## config.mk

```make
export PLATFORM = sky130hd
export DESIGN_NAME = axi4_lite_subordinate_flat
export DESIGN_NICKNAME = d
export VERILOG_FILES = /design/src/rtl/lexington_pkg.sv /design/src/rtl/axi4_lite.sv /design/src/rtl/axi4_lite_subordinate.sv /design/src/flat_wrapper.sv
export SDC_FILE = /design/constraint.sdc
export NUM_CORES = 1
export LEC_CHECK = 0
export BUFFER_PORTS_ARGS = -buffer_cell sky130_fd_sc_hd__buf_2
export CORE_MARGIN = 4
export CORE_UTILIZATION = 49
export DETAILED_ROUTE_END_ITERATION = 8
export PLACE_DENSITY = 0.94
export SLEW_MARGIN = 20
export SYNTH_ARGS = -nofsm -noshare
export SYNTH_HDL_FRONTEND = slang
export SYNTH_SLANG_ARGS = --single-unit
```

## constraint.sdc

```tcl
create_clock -name clk -period 2.9 [get_ports clk]
set_clock_uncertainty 0.1 [all_clocks]
set_input_delay 0.58 -clock clk [delete_from_list [all_inputs] [get_ports clk]]
set_output_delay 0.58 -clock clk [all_outputs]
set_load 0.01 [all_outputs]
```

## src/rtl/lexington_pkg.sv

```systemverilog
// Shared types for the AXI4-Lite subordinate: FSM state encoding and response codes.
package lexington_pkg;

  typedef enum logic [2:0] {
    IDLE,
    WR_COLLECT,
    WR_EXEC,
    WR_RESP,
    RD_EXEC,
    RD_WAIT,
    RD_RESP
  } state_e;

  localparam logic [1:0] OKAY   = 2'b00;
  localparam logic [1:0] SLVERR = 2'b10;

endpackage

```

## src/rtl/axi4_lite.sv

```systemverilog
// AXI4-Lite bus bundle with manager and subordinate views.
interface axi4_lite #(
  parameter int WIDTH      = 32,
  parameter int ADDR_WIDTH = 32
);
  logic                  awvalid;
  logic                  awready;
  logic [ADDR_WIDTH-1:0] awaddr;
  logic                  wvalid;
  logic                  wready;
  logic [WIDTH-1:0]      wdata;
  logic [WIDTH/8-1:0]    wstrb;
  logic                  bvalid;
  logic                  bready;
  logic [1:0]            bresp;
  logic                  arvalid;
  logic                  arready;
  logic [ADDR_WIDTH-1:0] araddr;
  logic                  rvalid;
  logic                  rready;
  logic [WIDTH-1:0]      rdata;
  logic [1:0]            rresp;

  modport manager (
    output awvalid, awaddr, wvalid, wdata, wstrb, bready, arvalid, araddr, rready,
    input  awready, wready, bvalid, bresp, arready, rvalid, rdata, rresp
  );

  modport subordinate (
    input  awvalid, awaddr, wvalid, wdata, wstrb, bready, arvalid, araddr, rready,
    output awready, wready, bvalid, bresp, arready, rvalid, rdata, rresp
  );
endinterface

```

## src/rtl/axi4_lite_subordinate.sv

```systemverilog
// AXI4-Lite subordinate bridging one transaction at a time onto a simple
// strobed local register bus, with round-robin read/write arbitration.
module axi4_lite_subordinate
  import lexington_pkg::*;
#(
  parameter int WIDTH      = 32,
  parameter int ADDR_WIDTH = 32
) (
  input  logic                  clk,
  input  logic                  rst_n,
  axi4_lite.subordinate         axi_s,
  output logic [ADDR_WIDTH-1:0] addr,
  output logic                  rd_en,
  output logic                  wr_en,
  output logic [WIDTH-1:0]      wr_data,
  output logic [WIDTH/8-1:0]    wr_strobe,
  input  logic [WIDTH-1:0]      rd_data,
  input  logic                  access_fault
);

  state_e           state, state_next;
  logic             aw_got, w_got, last_was_write;
  logic             write_req, contested;
  logic             aw_rdy, w_rdy, ar_rdy;
  logic             aw_hs, w_hs, ar_hs;
  logic [WIDTH-1:0] rdata;
  logic [1:0]       bresp, rresp;

  assign write_req = axi_s.awvalid | axi_s.wvalid;
  assign contested = write_req & axi_s.arvalid;

  // Readies are gated with rst_n because the held IDLE state would otherwise
  // advertise them during reset.
  always_comb begin
    // NOTE: every output gets a default first, so no path can infer a latch.
    aw_rdy = 1'b0;
    w_rdy  = 1'b0;
    ar_rdy = 1'b0;
    case (state)
      IDLE: begin
        aw_rdy = rst_n & ~(contested & last_was_write);
        w_rdy  = rst_n & ~(contested & last_was_write);
        ar_rdy = rst_n & ~(contested & ~last_was_write);
      end
      WR_COLLECT: begin
        aw_rdy = ~aw_got;
        w_rdy  = ~w_got;
      end
      default: ;
    endcase
  end

  assign aw_hs = axi_s.awvalid & aw_rdy;
  assign w_hs  = axi_s.wvalid & w_rdy;
  assign ar_hs = axi_s.arvalid & ar_rdy;

  always_comb begin
    state_next = state;
    case (state)
      IDLE: begin
        if (ar_hs)              state_next = RD_EXEC;
        else if (aw_hs && w_hs) state_next = WR_EXEC;
        else if (aw_hs || w_hs) state_next = WR_COLLECT;
      end
      WR_COLLECT: if ((aw_got || aw_hs) && (w_got || w_hs)) state_next = WR_EXEC;
      WR_EXEC:    state_next = WR_RESP;
      WR_RESP:    if (axi_s.bready) state_next = IDLE;
      RD_EXEC:    state_next = RD_WAIT;
      RD_WAIT:    state_next = RD_RESP;
      RD_RESP:    if (axi_s.rready) state_next = IDLE;
      default:    state_next = IDLE;
    endcase
  end

  always_ff @(posedge clk or negedge rst_n) begin
    if (!rst_n) begin
      // Datapath registers are reset too: the local bus and response fields
      // must read zero/OKAY while reset is held.
      state          <= IDLE;
      addr           <= '0;
      wr_data        <= '0;
      wr_strobe      <= '0;
      rdata          <= '0;
      bresp          <= OKAY;
      rresp          <= OKAY;
      aw_got         <= 1'b0;
      w_got          <= 1'b0;
      last_was_write <= 1'b0;
    end else begin
      // NOTE: non-blocking assignments so every register sees pre-edge values.
      state  <= state_next;
      aw_got <= (state_next == WR_COLLECT) && (aw_got || aw_hs);
      w_got  <= (state_next == WR_COLLECT) && (w_got || w_hs);
      if (aw_hs) addr <= axi_s.awaddr;
      if (ar_hs) addr <= axi_s.araddr;
      if (w_hs) begin
        wr_data   <= axi_s.wdata;
        wr_strobe <= axi_s.wstrb;
      end
      // Only a genuine collision moves the round-robin pointer.
      if (state == IDLE && contested) last_was_write <= ~last_was_write;
      if (state == WR_EXEC) bresp <= access_fault ? SLVERR : OKAY;
      if (state == RD_WAIT) begin
        rdata <= rd_data;
        rresp <= access_fault ? SLVERR : OKAY;
      end
    end
  end

  assign rd_en         = (state == RD_EXEC);
  assign wr_en         = (state == WR_EXEC);
  assign axi_s.awready = aw_rdy;
  assign axi_s.wready  = w_rdy;
  assign axi_s.arready = ar_rdy;
  assign axi_s.bvalid  = (state == WR_RESP);
  assign axi_s.bresp   = bresp;
  assign axi_s.rvalid  = (state == RD_RESP);
  assign axi_s.rdata   = rdata;
  assign axi_s.rresp   = rresp;

endmodule
```

## src/flat_wrapper.sv

```systemverilog
// flat-port wrapper written by rule: the top's interface ports become plain ports
module axi4_lite_subordinate_flat import lexington_pkg::*;
#(
  parameter int WIDTH      = 32,
  parameter int ADDR_WIDTH = 32
)
  (clk, rst_n, addr, rd_en, wr_en, wr_data, wr_strobe, rd_data, access_fault, axi_s_awvalid, axi_s_awaddr, axi_s_wvalid, axi_s_wdata, axi_s_wstrb, axi_s_bready, axi_s_arvalid, axi_s_araddr, axi_s_rready, axi_s_awready, axi_s_wready, axi_s_bvalid, axi_s_bresp, axi_s_arready, axi_s_rvalid, axi_s_rdata, axi_s_rresp);
  axi4_lite #(.WIDTH(WIDTH), .ADDR_WIDTH(ADDR_WIDTH)) axi_s_i ();
  input  logic clk;
  input  logic rst_n;
  output logic [ADDR_WIDTH-1:0] addr;
  output logic rd_en;
  output logic wr_en;
  output logic [WIDTH-1:0] wr_data;
  output logic [WIDTH/8-1:0] wr_strobe;
  input  logic [WIDTH-1:0] rd_data;
  input  logic access_fault;
  input wire logic [$bits(axi_s_i.awvalid)-1:0] axi_s_awvalid;
  input wire logic [$bits(axi_s_i.awaddr)-1:0] axi_s_awaddr;
  input wire logic [$bits(axi_s_i.wvalid)-1:0] axi_s_wvalid;
  input wire logic [$bits(axi_s_i.wdata)-1:0] axi_s_wdata;
  input wire logic [$bits(axi_s_i.wstrb)-1:0] axi_s_wstrb;
  input wire logic [$bits(axi_s_i.bready)-1:0] axi_s_bready;
  input wire logic [$bits(axi_s_i.arvalid)-1:0] axi_s_arvalid;
  input wire logic [$bits(axi_s_i.araddr)-1:0] axi_s_araddr;
  input wire logic [$bits(axi_s_i.rready)-1:0] axi_s_rready;
  output wire logic [$bits(axi_s_i.awready)-1:0] axi_s_awready;
  output wire logic [$bits(axi_s_i.wready)-1:0] axi_s_wready;
  output wire logic [$bits(axi_s_i.bvalid)-1:0] axi_s_bvalid;
  output wire logic [$bits(axi_s_i.bresp)-1:0] axi_s_bresp;
  output wire logic [$bits(axi_s_i.arready)-1:0] axi_s_arready;
  output wire logic [$bits(axi_s_i.rvalid)-1:0] axi_s_rvalid;
  output wire logic [$bits(axi_s_i.rdata)-1:0] axi_s_rdata;
  output wire logic [$bits(axi_s_i.rresp)-1:0] axi_s_rresp;
  assign axi_s_i.awvalid = axi_s_awvalid;
  assign axi_s_i.awaddr = axi_s_awaddr;
  assign axi_s_i.wvalid = axi_s_wvalid;
  assign axi_s_i.wdata = axi_s_wdata;
  assign axi_s_i.wstrb = axi_s_wstrb;
  assign axi_s_i.bready = axi_s_bready;
  assign axi_s_i.arvalid = axi_s_arvalid;
  assign axi_s_i.araddr = axi_s_araddr;
  assign axi_s_i.rready = axi_s_rready;
  assign axi_s_awready = axi_s_i.awready;
  assign axi_s_wready = axi_s_i.wready;
  assign axi_s_bvalid = axi_s_i.bvalid;
  assign axi_s_bresp = axi_s_i.bresp;
  assign axi_s_arready = axi_s_i.arready;
  assign axi_s_rvalid = axi_s_i.rvalid;
  assign axi_s_rdata = axi_s_i.rdata;
  assign axi_s_rresp = axi_s_i.rresp;
  axi4_lite_subordinate #(.WIDTH(WIDTH), .ADDR_WIDTH(ADDR_WIDTH)) u_core (.clk(clk), .rst_n(rst_n), .axi_s(axi_s_i), .addr(addr), .rd_en(rd_en), .wr_en(wr_en), .wr_data(wr_data), .wr_strobe(wr_strobe), .rd_data(rd_data), .access_fault(access_fault));
endmodule
```

==> results of run 1 <==
## state kept, by name, summed over array words and instances, names as in the netlist
register / cells
u_core.axi_s.rdata: 32
u_core.axi_s.bresp: 1
u_core.aw_got: 1
u_core.addr: 32
u_core.w_got: 1
u_core.last_was_write: 1
u_core.wr_data: 32
u_core.wr_strobe: 4
u_core.axi_s.rresp: 1
u_core.state: 3
## kinds of logic (layout without fill, tap and decap cells)
family,after synthesis,after routing,synth area share
muxes,71,71,0.192
DFF,108,108,0.568
AOI/OAI and AO/OA,50,50,0.0710
buffers and inverters,30,275,0.0465
other,1,2,0.000788
and+or+nand+nor,128,128,0.118
xor gates and xnor gates,2,2,0.00368
## power groups by stage
| stage | clock [mW] | combinational [mW] | sequential, mW |
|---|---|---|---|
| after global placement | 0 | 3.17 | 2.76 |
| after detailed placement | 0 | 3.33 | 2.80 |
| after CTS | 0.972 | 3.33 | 2.78 |
| after global routing | 1.04 | 3.57 | 2.88 |
| after floorplan | 0 | 1.81 | 3.06 |
| final | 0.943 | 3.29 | 2.79 |
## cell type report
type,count,share of cell area
sequential,108,0.432
tap,129,0.0258
multi-input combinational,253,0.294
clock buffer,9,0.0198
timing repair buffer,256,0.213
clock inverter,7,0.0130
inverter,3,0.00180
## per-layer routing
metal | track usage | vias up
met5 | 0 | -
met2 | 0.414 | 183
met3 | 0.0470 | 22
met1 | 0.253 | 1896
met4 | 0.0694 | 2
li1 | - | 1810
## through the flow
stage / std cells / worst slack, ps / hold slack [ps] / power [mW]
3_3_place_gp: 749 / 488 / 381 / 5.93
6_report: 765 / 512 / 9.51 / 7.02
2_1_floorplan: 391 / 679 / 184 / 4.87
4_1_cts: 765 / 476 / 3.86 / 7.08
3_5_place_dp: 749 / 379 / 392 / 6.13
5_1_grt: 765 / 407 / 3.80 / 7.48
## worst max-delay path by stage
stage                               start             to  slack, ps  cells past startpoint
after floorplan             axi_s_awvalid   axi_s_wready        680                      5
after global placement              rst_n  u_core.aw_got        490                      6
after detailed placement            rst_n  u_core.aw_got        380                      6
after CTS                 u_core.state[0]   axi_s_wready        480                      3
after global routing      u_core.state[0]  axi_s_awready        410                      3
final                     u_core.state[2]  axi_s_awready        510                      3
## worst register-to-register path: stages, from the launching register on
cell and delay [ps]:
sky130_fd_sc_hd__dfrtp_1 660, sky130_fd_sc_hd__nor2b_1 300, sky130_fd_sc_hd__nand3b_1 110, sky130_fd_sc_hd__a2111oi_0 670, sky130_fd_sc_hd__a311o_2 250, sky130_fd_sc_hd__nor2_1 50
## placed cells by master (no fill, tap or decap), drive strengths merged, types with 2 or more instances in the layout
cell / Yosys / layout
nor4b: 2 / 2
dfrtp: 108 / 108
a21oi: 2 / 2
o21ai: 5 / 5
mux2: 71 / 71
and3: 2 / 2
clkinv: 0 / 2
inv: 3 / 7
nor2: 39 / 39
nand3: 2 / 2
buf: 20 / 256
o211ai: 2 / 2
nand2b: 2 / 2
a21boi: 2 / 2
nor3: 4 / 4
and2: 2 / 2
clkbuf: 7 / 9
conb: 1 / 2
nand2: 71 / 71
xor2: 2 / 2
a31oi: 32 / 32
==> results_dict.tcl, run 1 <==
set metrics [dict create \
    r2r.worst_path.cells 5 \
    dpl_cell_area_um2 6040 \
    count_of_port_buffers_added_during_placement 248 \
    synthTopCellsByArea "sky130_fd_sc_hd__dfrtp_1 57%, sky130_fd_sc_hd__mux2_4 9.8%, sky130_fd_sc_hd__mux2_2 9.5%" \
    cell_area_after_layout_um2 6250 \
    floorplan.initialDensity 0.510 \
    synth_edf_count 0 \
    path_clk_slew_ps 110 \
    post_cts_buffers 0 \
    clock_network_power_share 0.134 \
    drt-pass1-iter-count 4 \
    power_switching_share 0.378 \
    critical_path.cell_chain "nor4b_4 -> a22o_2 -> buf_2" \
    routedLengthMet1_um 4650 \
    final_period_minus_worst_setup_slack_ps 2390 \
    max-slew-margin-rel 0.461 \
    x_dimension_of_the_die_um 107 \
    synth_top_area_cell "sky130_fd_sc_hd__dfrtp_1" \
    wl_per_cell_um 16.6 \
    drt_wl_total_um 12700 \
    worst_setup_path_end_kind "output port" \
    setup.worst_path.start_class "flop" \
    num_antenna_cells 0 \
    yosysWarnings 0 \
    area_used_by_multi_input_combinational_logic_um2 1840 \
    cts_htree_levels 3 \
    synth_largest_type_area_fraction 0.568 \
    cp_num_buf_inv 1 \
    coreArea_um2 9330 \
    via_count 3913 \
    regToRegSetupSlack_ps 660 \
    switching_power_mw 2.65 \
    ys_types 40 \
    numCtsBuffers 9 \
    timing.hold.worst.class "input pin to async pin" \
    hpwlAfterDp_um 9960 \
    rsz0062_at_grt "false" \
    crit_type "flop to output port" \
    critPathTopFamily "flip-flops" \
    final_max_slew_viol_count 0 \
    r2r-start "u_core.state[0]" \
    via_count_of_the_first_global_routing_pass 4049 \
    cts_num_sinks 108 \
    global_route.usage.total 0.222 \
    post_synth_instance_area_um2 4760 \
    postSynthAreaPerCell_um2 12.2 \
    crit_arrival_ps 1710 \
    power.density_nw_per_um2 1120 \
    synth.ff_latch_count 108 \
    period_share 0.824 \
    run_status "complete, no violations" \
    overflow 0 \
    cts-hold-fix-buffers 0 \
    ys_top_cells_by_count "108 x sky130_fd_sc_hd__dfrtp_1, 71 x sky130_fd_sc_hd__nand2_1, 40 x sky130_fd_sc_hd__mux2_2" \
    pin_slew_with_the_least_headroom_to_its_limit_ps 809 \
    worst_path_largest_cell_delay_ps 540 \
    static-leakage-power_nw 3.23 \
    met3_length_um 879 \
    timing.final.hold_violations 0 \
    areaGrowthSynthToFinish_pct 31.3 \
    fill_count 694 \
    drt.antenna.violating_nets 0 \
    tritoncts "done" \
    achievable-frequency_mhz 419 \
    root_buffer "sky130_fd_sc_hd__clkbuf_8" \
    cp_data_required_time_ps 2220 \
    setup-violations-final 0 \
    topRoutingLayerUsed "met5" \
    final_net_count 771 \
    ys_seq_area_frac 0.568 \
    io_pins 251 \
    power.share.sequential 0.397 \
    drive_above_1_share 0.549 \
    critical-path-slowest-cell "sky130_fd_sc_hd__dfrtp_1" \
    post-route-util 0.670 \
    rows 35 \
    critical_path.reg2reg.endpoint "u_core.aw_got" \
    drt_iter0_drc 280 \
    synth-async-reset-ratio 1.00 \
    gp_congestion 0.899 \
    initial_antenna_violation_count 1 \
    internal_power_mw 4.36 \
    postSynthCellCount 390 \
    area.sequential_um2 2700 \
    peakVddDrop_mv 0.446 \
    comb_power_share 0.468 \
    cts_resized 0 \
    clock_tree.buffer_depth 2 \
    finalSetupTns_ps 0 \
    timing.max_cap.violations 0 \
    pin_count_of_the_biggest_net_entering_global_routing 66 \
    detail_route.vias_per_cell 5.12 \
    path_max_fanout 11 \
    detail_route.drc_violations 0 \
    synth_flop_cell "sky130_fd_sc_hd__dfrtp_1" \
    die_y_um 107 \
    global_route_wire_length_before_repair_um 20100 \
    design.die.area_um2 11400 \
    clkLatencyLatePin_ps 350 \
    post-synth-top-count-cell "sky130_fd_sc_hd__dfrtp_1" \
    met2_wirelength_um 6900 \
]
No activity file was read; power rests on OpenSTA's default activity.
==> inputs of run 2 (changes only) <==
--- a/config.mk
+++ b/config.mk
@@ -5,11 +5,12 @@
 export SDC_FILE = /design/constraint.sdc
 export NUM_CORES = 1
 export LEC_CHECK = 0
+export ABC_AREA = 1
 export BUFFER_PORTS_ARGS = -buffer_cell sky130_fd_sc_hd__buf_2
 export CORE_MARGIN = 4
-export CORE_UTILIZATION = 49
+export CORE_UTILIZATION = 40
 export DETAILED_ROUTE_END_ITERATION = 8
-export PLACE_DENSITY = 0.94
+export PLACE_DENSITY = 0.84
 export SLEW_MARGIN = 20
 export SYNTH_ARGS = -nofsm -noshare
 export SYNTH_HDL_FRONTEND = slang
==> constraint.sdc (replaced) <==
create_clock -name clk -period 1.95 [get_ports clk]
set_clock_uncertainty 0.1 [all_clocks]
set_input_delay 0.39 -clock clk [delete_from_list [all_inputs] [get_ports clk]]
set_output_delay 0.39 -clock clk [all_outputs]
set_load 0.01 [all_outputs]
==> run 2 against run 1 <==
Register-to-register slack worse by 560 ps. Hold slack better by 20 ps. First-iteration DRC count down 0.71%. Non-clock buffer count up 15.
==> results_dict.tcl, run 2 <==
set metrics [dict create \
    areaGrowthSynthToFinish_pct 40.2 \
    cell_count_final_fillers_out 940 \
    crit_arrival_ps 1450 \
    run_status "complete, no violations" \
    timing.final.hold_violations 0 \
    final_period_minus_worst_setup_slack_ps 1940 \
    design.die.area_um2 13200 \
    dpl_cell_area_um2 5970 \
    r2r.worst_path.cells 12 \
    cell_area_after_layout_um2 6420 \
    die_y_um 115 \
    static-leakage-power_nw 3.62 \
    achievable-frequency_mhz 517 \
    initial_antenna_violation_count 0 \
    synth.ff_latch_count 108 \
    crit_type "flop to output port" \
    hpwlAfterDp_um 9510 \
    max-slew-margin-rel 0.624 \
    count_of_port_buffers_added_during_placement 248 \
    post_synth_instance_area_um2 4580 \
    io_pins 251 \
    timing.max_cap.violations 0 \
    synth-async-reset-ratio 1.00 \
    postSynthCellCount 539 \
    x_dimension_of_the_die_um 115 \
    setup.worst_path.start_class "flop" \
    synth_flop_cell "sky130_fd_sc_hd__dfrtp_1" \
    synth_largest_type_area_fraction 0.590 \
    detail_route.drc_violations 0 \
    timing.hold.worst.class "input pin to async pin" \
    drt.antenna.violating_nets 0 \
    drt-pass1-iter-count 4 \
    path_clk_slew_ps 70 \
    clkLatencyLatePin_ps 340 \
    detail_route.vias_per_cell 4.67 \
    floorplan.initialDensity 0.415 \
    path_max_fanout 4 \
    num_antenna_cells 0 \
    power.density_nw_per_um2 1660 \
    yosysWarnings 0 \
    most-common-layout-cells "278 x sky130_fd_sc_hd__nand2_1, 243 x sky130_fd_sc_hd__buf_2, 106 x sky130_fd_sc_hd__dfrtp_1" \
    post-synth-top-count-cell "sky130_fd_sc_hd__nand2_1" \
    clock_tree.buffer_depth 2 \
    finalSetupTns_ps 0 \
    fill_count 999 \
    setup-violations-final 0 \
    r2r-start "u_core.state[0]" \
    fin_worst_hold_slack_ps 29.8 \
    cts-hold-fix-buffers 0 \
    tritoncts "done" \
    commonest_non_fill_non_tap_cell_in_the_layout "sky130_fd_sc_hd__nand2_1" \
    fin_total_pwr_mw 10.7 \
    drt_iter0_drc 278 \
    coreArea_um2 11000 \
    pin_count_of_the_biggest_net_entering_global_routing 109 \
    wl_per_cell_um 13.8 \
    overflow 0 \
    root_buffer "sky130_fd_sc_hd__clkbuf_16" \
    worst_setup_path_end_kind "output port" \
    synthTopCellsByArea "sky130_fd_sc_hd__dfrtp_1 59%, sky130_fd_sc_hd__nand2_1 23%, sky130_fd_sc_hd__a31oi_1 4.4%" \
    reg.largest.list "u_core.addr x32, u_core.axi_s.rdata x32, u_core.wr_data x32" \
    period_share 0.993 \
    via_count 4391 \
    synth_top_area_cell "sky130_fd_sc_hd__dfrtp_1" \
    drt_wl_total_um 13000 \
    rsz0062_at_grt "true" \
    final_net_count 935 \
    cts_num_sinks 108 \
    postSynthAreaPerCell_um2 8.50 \
    critical_path.reg2reg.endpoint "u_core.w_got" \
    global_route.usage.total 0.187 \
    gp_congestion 0.879 \
    rows 38 \
    synth_edf_count 0 \
    peakVddDrop_mv 0.721 \
    cts_htree_levels 3 \
    pin_slew_with_the_least_headroom_to_its_limit_ps 564 \
    final_max_slew_viol_count 0 \
    cp_data_required_time_ps 1460 \
    global_route_wire_length_before_repair_um 19700 \
    ys_top_cells_by_count "282 x sky130_fd_sc_hd__nand2_1, 108 x sky130_fd_sc_hd__dfrtp_1, 39 x sky130_fd_sc_hd__nor2_1" \
    numCtsBuffers 9 \
    via_count_of_the_first_global_routing_pass 4111 \
    drive_above_1_share 0.395 \
    regToRegSetupSlack_ps 100 \
    place_inst 913 \
    ys_types 27 \
    ys_seq_area_frac 0.590 \
]
==> run 2: cell count changes after synthesis, moves of 3 or more <==
cell                      previous run  this run
sky130_fd_sc_hd__nand2_1            71       282
sky130_fd_sc_hd__mux2_2             40         0
sky130_fd_sc_hd__mux2_4             31         0
sky130_fd_sc_hd__inv_1               3        16
sky130_fd_sc_hd__buf_2               6        12
sky130_fd_sc_hd__buf_4               6         2
sky130_fd_sc_hd__nand2_2             0         4
sky130_fd_sc_hd__buf_12              3         0
sky130_fd_sc_hd__inv_2               0         3
sky130_fd_sc_hd__nand3_1             2         5
sky130_fd_sc_hd__o21ai_0             5         2
==> run 2: where the power goes <==
| part | switching [mW] | leakage [nW] | internal (mW) | total, mW |
|---|---|---|---|---|
| clock | 0.856 | 0.142 | 0.890 | 1.75 |
| combinational | 2.93 | 2.19 | 2.03 | 4.96 |
| sequential | 0.611 | 1.29 | 3.36 | 3.97 |
==> run 2: worst max-delay path by stage <==
stage                         start               to  slack [ps]  cells after the start
finish              u_core.state[0]     axi_s_wready          10                      5
global route        u_core.state[0]    axi_s_awready         -60                      5
CTS                 u_core.state[0]     axi_s_wready          -5                      5
detailed placement  u_core.state[1]  u_core.addr[18]          50                      8
global placement    u_core.state[1]  u_core.addr[23]         130                      8
floorplan           u_core.state[1]  u_core.addr[10]         260                      9
==> run 2: logic make-up (layout without fill, tap and decap cells) <==
group	after synthesis	count (layout)	synth area share
AO/OA/AOI/OAI	39	39	0.0549
XOR/XNOR	1	1	0.00191
buffers and inverters	47	307	0.0505
flip-flops	108	108	0.590
other	1	2	0.000819
AND/OR/NAND/NOR	343	343	0.302
==> run 2: repair_timing <==
action,CTS,global route
gates cloned,0,0
setup buffers,5,6
gates resized for setup,9,14
pin swaps,2,7
endpoints found under the setup margin,3,9
==> run 2: critical path, stage by stage, from the launching register on <==
cell,delay (ps)
sky130_fd_sc_hd__dfrtp_1,420
sky130_fd_sc_hd__inv_2,90
sky130_fd_sc_hd__nor3_4,280
sky130_fd_sc_hd__nand2_2,120
sky130_fd_sc_hd__nand2_2,100
sky130_fd_sc_hd__buf_6,100
==> run 2: metal layers <==
metal / track usage / routed length, µm / vias to the layer above / part of all wire
li1: - / - / 2184 / -
met1: 0.238 / 5360 / 1995 / 0.41
met2: 0.307 / 6150 / 197 / 0.47
met3: 0.0616 / 1300 / 15 / 0.10
met4: 0.0532 / 159 / 0 / 0.012
met5: 0 / 0 / - / 0
==> run 2: layout make-up <==
class                   count  area (µm²)  share of cell area
clock buffers               9         225              0.0351
clock inverters             7        60.1             0.00935
inverters                  20        77.6              0.0121
multi-input cells         385        1710               0.266
flip-flops and latches    108        2710               0.421
well taps                 140         175              0.0273
repair buffers            271        1470               0.229
==> run 2: through the flow <==
| stage | worst slack (ps) | utilization |
|---|---|---|
| finish | 14.3 | 0.582 |
| global placement | 130 | 0.541 |
| CTS | -5.43 | 0.574 |
| global route | -62.7 | 0.582 |
| floorplan | 262 | - |
| detailed placement | 45.8 | 0.541 |
==> inputs of run 3 (changes only) <==
--- a/config.mk
+++ b/config.mk
@@ -5,12 +5,11 @@
 export SDC_FILE = /design/constraint.sdc
 export NUM_CORES = 1
 export LEC_CHECK = 0
-export ABC_AREA = 1
 export BUFFER_PORTS_ARGS = -buffer_cell sky130_fd_sc_hd__buf_2
 export CORE_MARGIN = 4
-export CORE_UTILIZATION = 40
+export CORE_UTILIZATION = 41
 export DETAILED_ROUTE_END_ITERATION = 8
-export PLACE_DENSITY = 0.84
+export PLACE_DENSITY = 0.85
 export SLEW_MARGIN = 20
 export SYNTH_ARGS = -nofsm -noshare
 export SYNTH_HDL_FRONTEND = slang
==> run 3 against run 2 <==
The flow now finishes with violations (negative setup slack). Hold slack better by 140 ps. Clock power up 6%. Critical path depth down 1. First-iteration DRC count up 44%. Count of clock-buffer cells in the layout up 1. Register-to-register slack worse by 100 ps. Die area up 1.3%. Sequential power up 3%. Combinational power up 18%. Non-clock buffer count up 22. Final cell count down 13%. Largest cell class unchanged.
==> results_dict.tcl, run 3 (synthesis gave the netlist of run 1 again) <==
set metrics [dict create \
    setup.worst_path.start_class "flop" \
    drt_wl_total_um 13500 \
    x_dimension_of_the_die_um 116 \
    timing.max_cap.violations 0 \
    fin_total_pwr_mw 11.8 \
    drt_iter0_drc 399 \
    finalSetupTns_ps -61.4 \
    cell_count_final_fillers_out 816 \
    path_max_fanout 4 \
    power.density_nw_per_um2 1680 \
    clock_tree.buffer_depth 2 \
    coreArea_um2 11400 \
    cts_htree_levels 3 \
    clock_network_power_share 0.158 \
    final_max_slew_viol_count 0 \
    regToRegSetupSlack_ps 0 \
    peakVddDrop_mv 0.994 \
    overflow 0 \
    achievable-frequency_mhz 499 \
    crit_type "flop to output port" \
    path_clk_slew_ps 70 \
    commonest_non_fill_non_tap_cell_in_the_layout "sky130_fd_sc_hd__buf_2" \
    drive_above_1_share 0.637 \
    cts_num_sinks 108 \
    count_of_port_buffers_added_during_placement 248 \
    die_y_um 116 \
    final_net_count 808 \
    gp_congestion 0.767 \
    cp_num_buf_inv 2 \
    postLayoutSetupSlackWorst_ps -53.8 \
    global_route_wire_length_before_repair_um 18700 \
    global_route.usage.total 0.176 \
    worst_path_largest_cell_delay_ps 450 \
    floorplan.initialDensity 0.419 \
    critical-path-slowest-cell "sky130_fd_sc_hd__dfrtp_2" \
    rows 39 \
    numCtsBuffers 9 \
    initial_antenna_violation_count 1 \
    design.die.area_um2 13400 \
    tritoncts "done" \
    drt.antenna.violating_nets 0 \
    worst_setup_path_end_kind "output port" \
    reg.largest.list "u_core.addr x32, u_core.axi_s.rdata x32, u_core.wr_data x32" \
    max-slew-margin-rel 0.454 \
    wl_per_cell_um 16.6 \
    comb_power_share 0.496 \
    via_count_of_the_first_global_routing_pass 4028 \
    switching_power_mw 4.23 \
    rsz0062_at_grt "true" \
    detail_route.drc_violations 0 \
    drt-pass1-iter-count 4 \
    crit_arrival_ps 1510 \
    hpwlAfterDp_um 9450 \
    cp_data_required_time_ps 1460 \
    fill_count 856 \
    clkLatencyLatePin_ps 340 \
    areaGrowthSynthToFinish_pct 47.5 \
    place_inst 778 \
    power_switching_share 0.358 \
    static-leakage-power_nw 3.60 \
    pin_count_of_the_biggest_net_entering_global_routing 94 \
    detail_route.vias_per_cell 5.07 \
    most-common-layout-cells "246 x sky130_fd_sc_hd__buf_2, 105 x sky130_fd_sc_hd__dfrtp_1, 46 x sky130_fd_sc_hd__nand2_1" \
    pin_slew_with_the_least_headroom_to_its_limit_ps 819 \
    period_share 1.03 \
    timing.hold.worst.class "input pin to flop" \
    run_status "complete, but fails checks" \
    post-route-util 0.617 \
    critical_path.cell_chain "nor4b_4 -> buf_4 -> o21a_1 -> buf_6" \
    internal_power_mw 7.57 \
    critPathTopFamily "flip-flops" \
    io_pins 251 \
    setup-violations-final 3 \
    failed_checks "negative setup slack" \
    timing.final.hold_violations 0 \
    power.share.sequential 0.346 \
    root_buffer "sky130_fd_sc_hd__clkbuf_16" \
    num_antenna_cells 0 \
    final_period_minus_worst_setup_slack_ps 2000 \
    via_count 4140 \
]
run 3: cell count changes in the layout (fill, tap and decap cells not counted), moves of 5 or more:
cell and change:
sky130_fd_sc_hd__buf_6 +5, sky130_fd_sc_hd__clkbuf_16 +5, sky130_fd_sc_hd__inv_1 -12, sky130_fd_sc_hd__mux2_2 +40, sky130_fd_sc_hd__mux2_4 +31, sky130_fd_sc_hd__nand2_1 -232, sky130_fd_sc_hd__nand2_2 +11, sky130_fd_sc_hd__nor2_1 -7
sky130_fd_sc_hd__nor2_2 +5
run 3: worst paths after layout:
path,start,end,cells after the start
worst max-delay path,u_core.state[2],axi_s_arready,4
worst min-delay path,rd_data[27],u_core.axi_s.rdata[27],2
max in group asynchronous,rst_n,u_core.state[2],2
min in group asynchronous,rst_n,u_core.wr_data[29],2
worst max register to register,u_core.state[1],u_core.wr_data[24],8
worst min register to register,u_core.axi_s.rdata[4],u_core.axi_s.rdata[4],1
run 3: timing repair:
item,4_1_cts,5_1_grt
pin swaps,3,55
buffers inserted,6,6
endpoints found under the setup margin,5,75
hold endpoints to repair,15,0
gates resized for setup,11,68
cloned,0,10
hold buffers,1,0
run 3: cell type report:
class                   count  area (µm²)  share of cell area
repair buffers            293        1790               0.254
well taps                 143         179              0.0255
flip-flops and latches    108        2710               0.385
clock inverters             6        70.1             0.00998
multi-input cells         253        2030               0.289
inverters                   3        11.3             0.00160
clock buffers              10         239              0.0340
run 3: metal layers:
metal	global-route usage	share of wire	up-vias
met5	0	0.00096	-
met4	0.0773	0.040	2
met3	0.0470	0.092	51
met2	0.318	0.51	229
met1	0.195	0.36	1970
li1	-	-	1888
run 3: through the flow:
| stage | worst slack, ps | area [µm²] | hold slack (ps) |
|---|---|---|---|
| 6_report | -53.8 | 7020 | 173 |
| 2_1_floorplan | 1.02 | 4760 | -5.59 |
| 5_1_grt | -127 | 7020 | 158 |
| 4_1_cts | -58.9 | 6600 | 157 |
| 3_3_place_gp | -17.4 | 6200 | 287 |
| 3_5_place_dp | -32.8 | 6200 | 304 |
run 3: power groups by stage:
stage / Sequential, mW / Combinational [mW] / Clock (mW)
2_1_floorplan: 4.56 / 2.69 / 0
3_3_place_gp: 4.05 / 4.94 / 0
3_5_place_dp: 4.10 / 5.14 / 0
4_1_cts: 4.08 / 5.29 / 1.91
5_1_grt: 4.21 / 6.32 / 2.01
6_report: 4.09 / 5.85 / 1.86
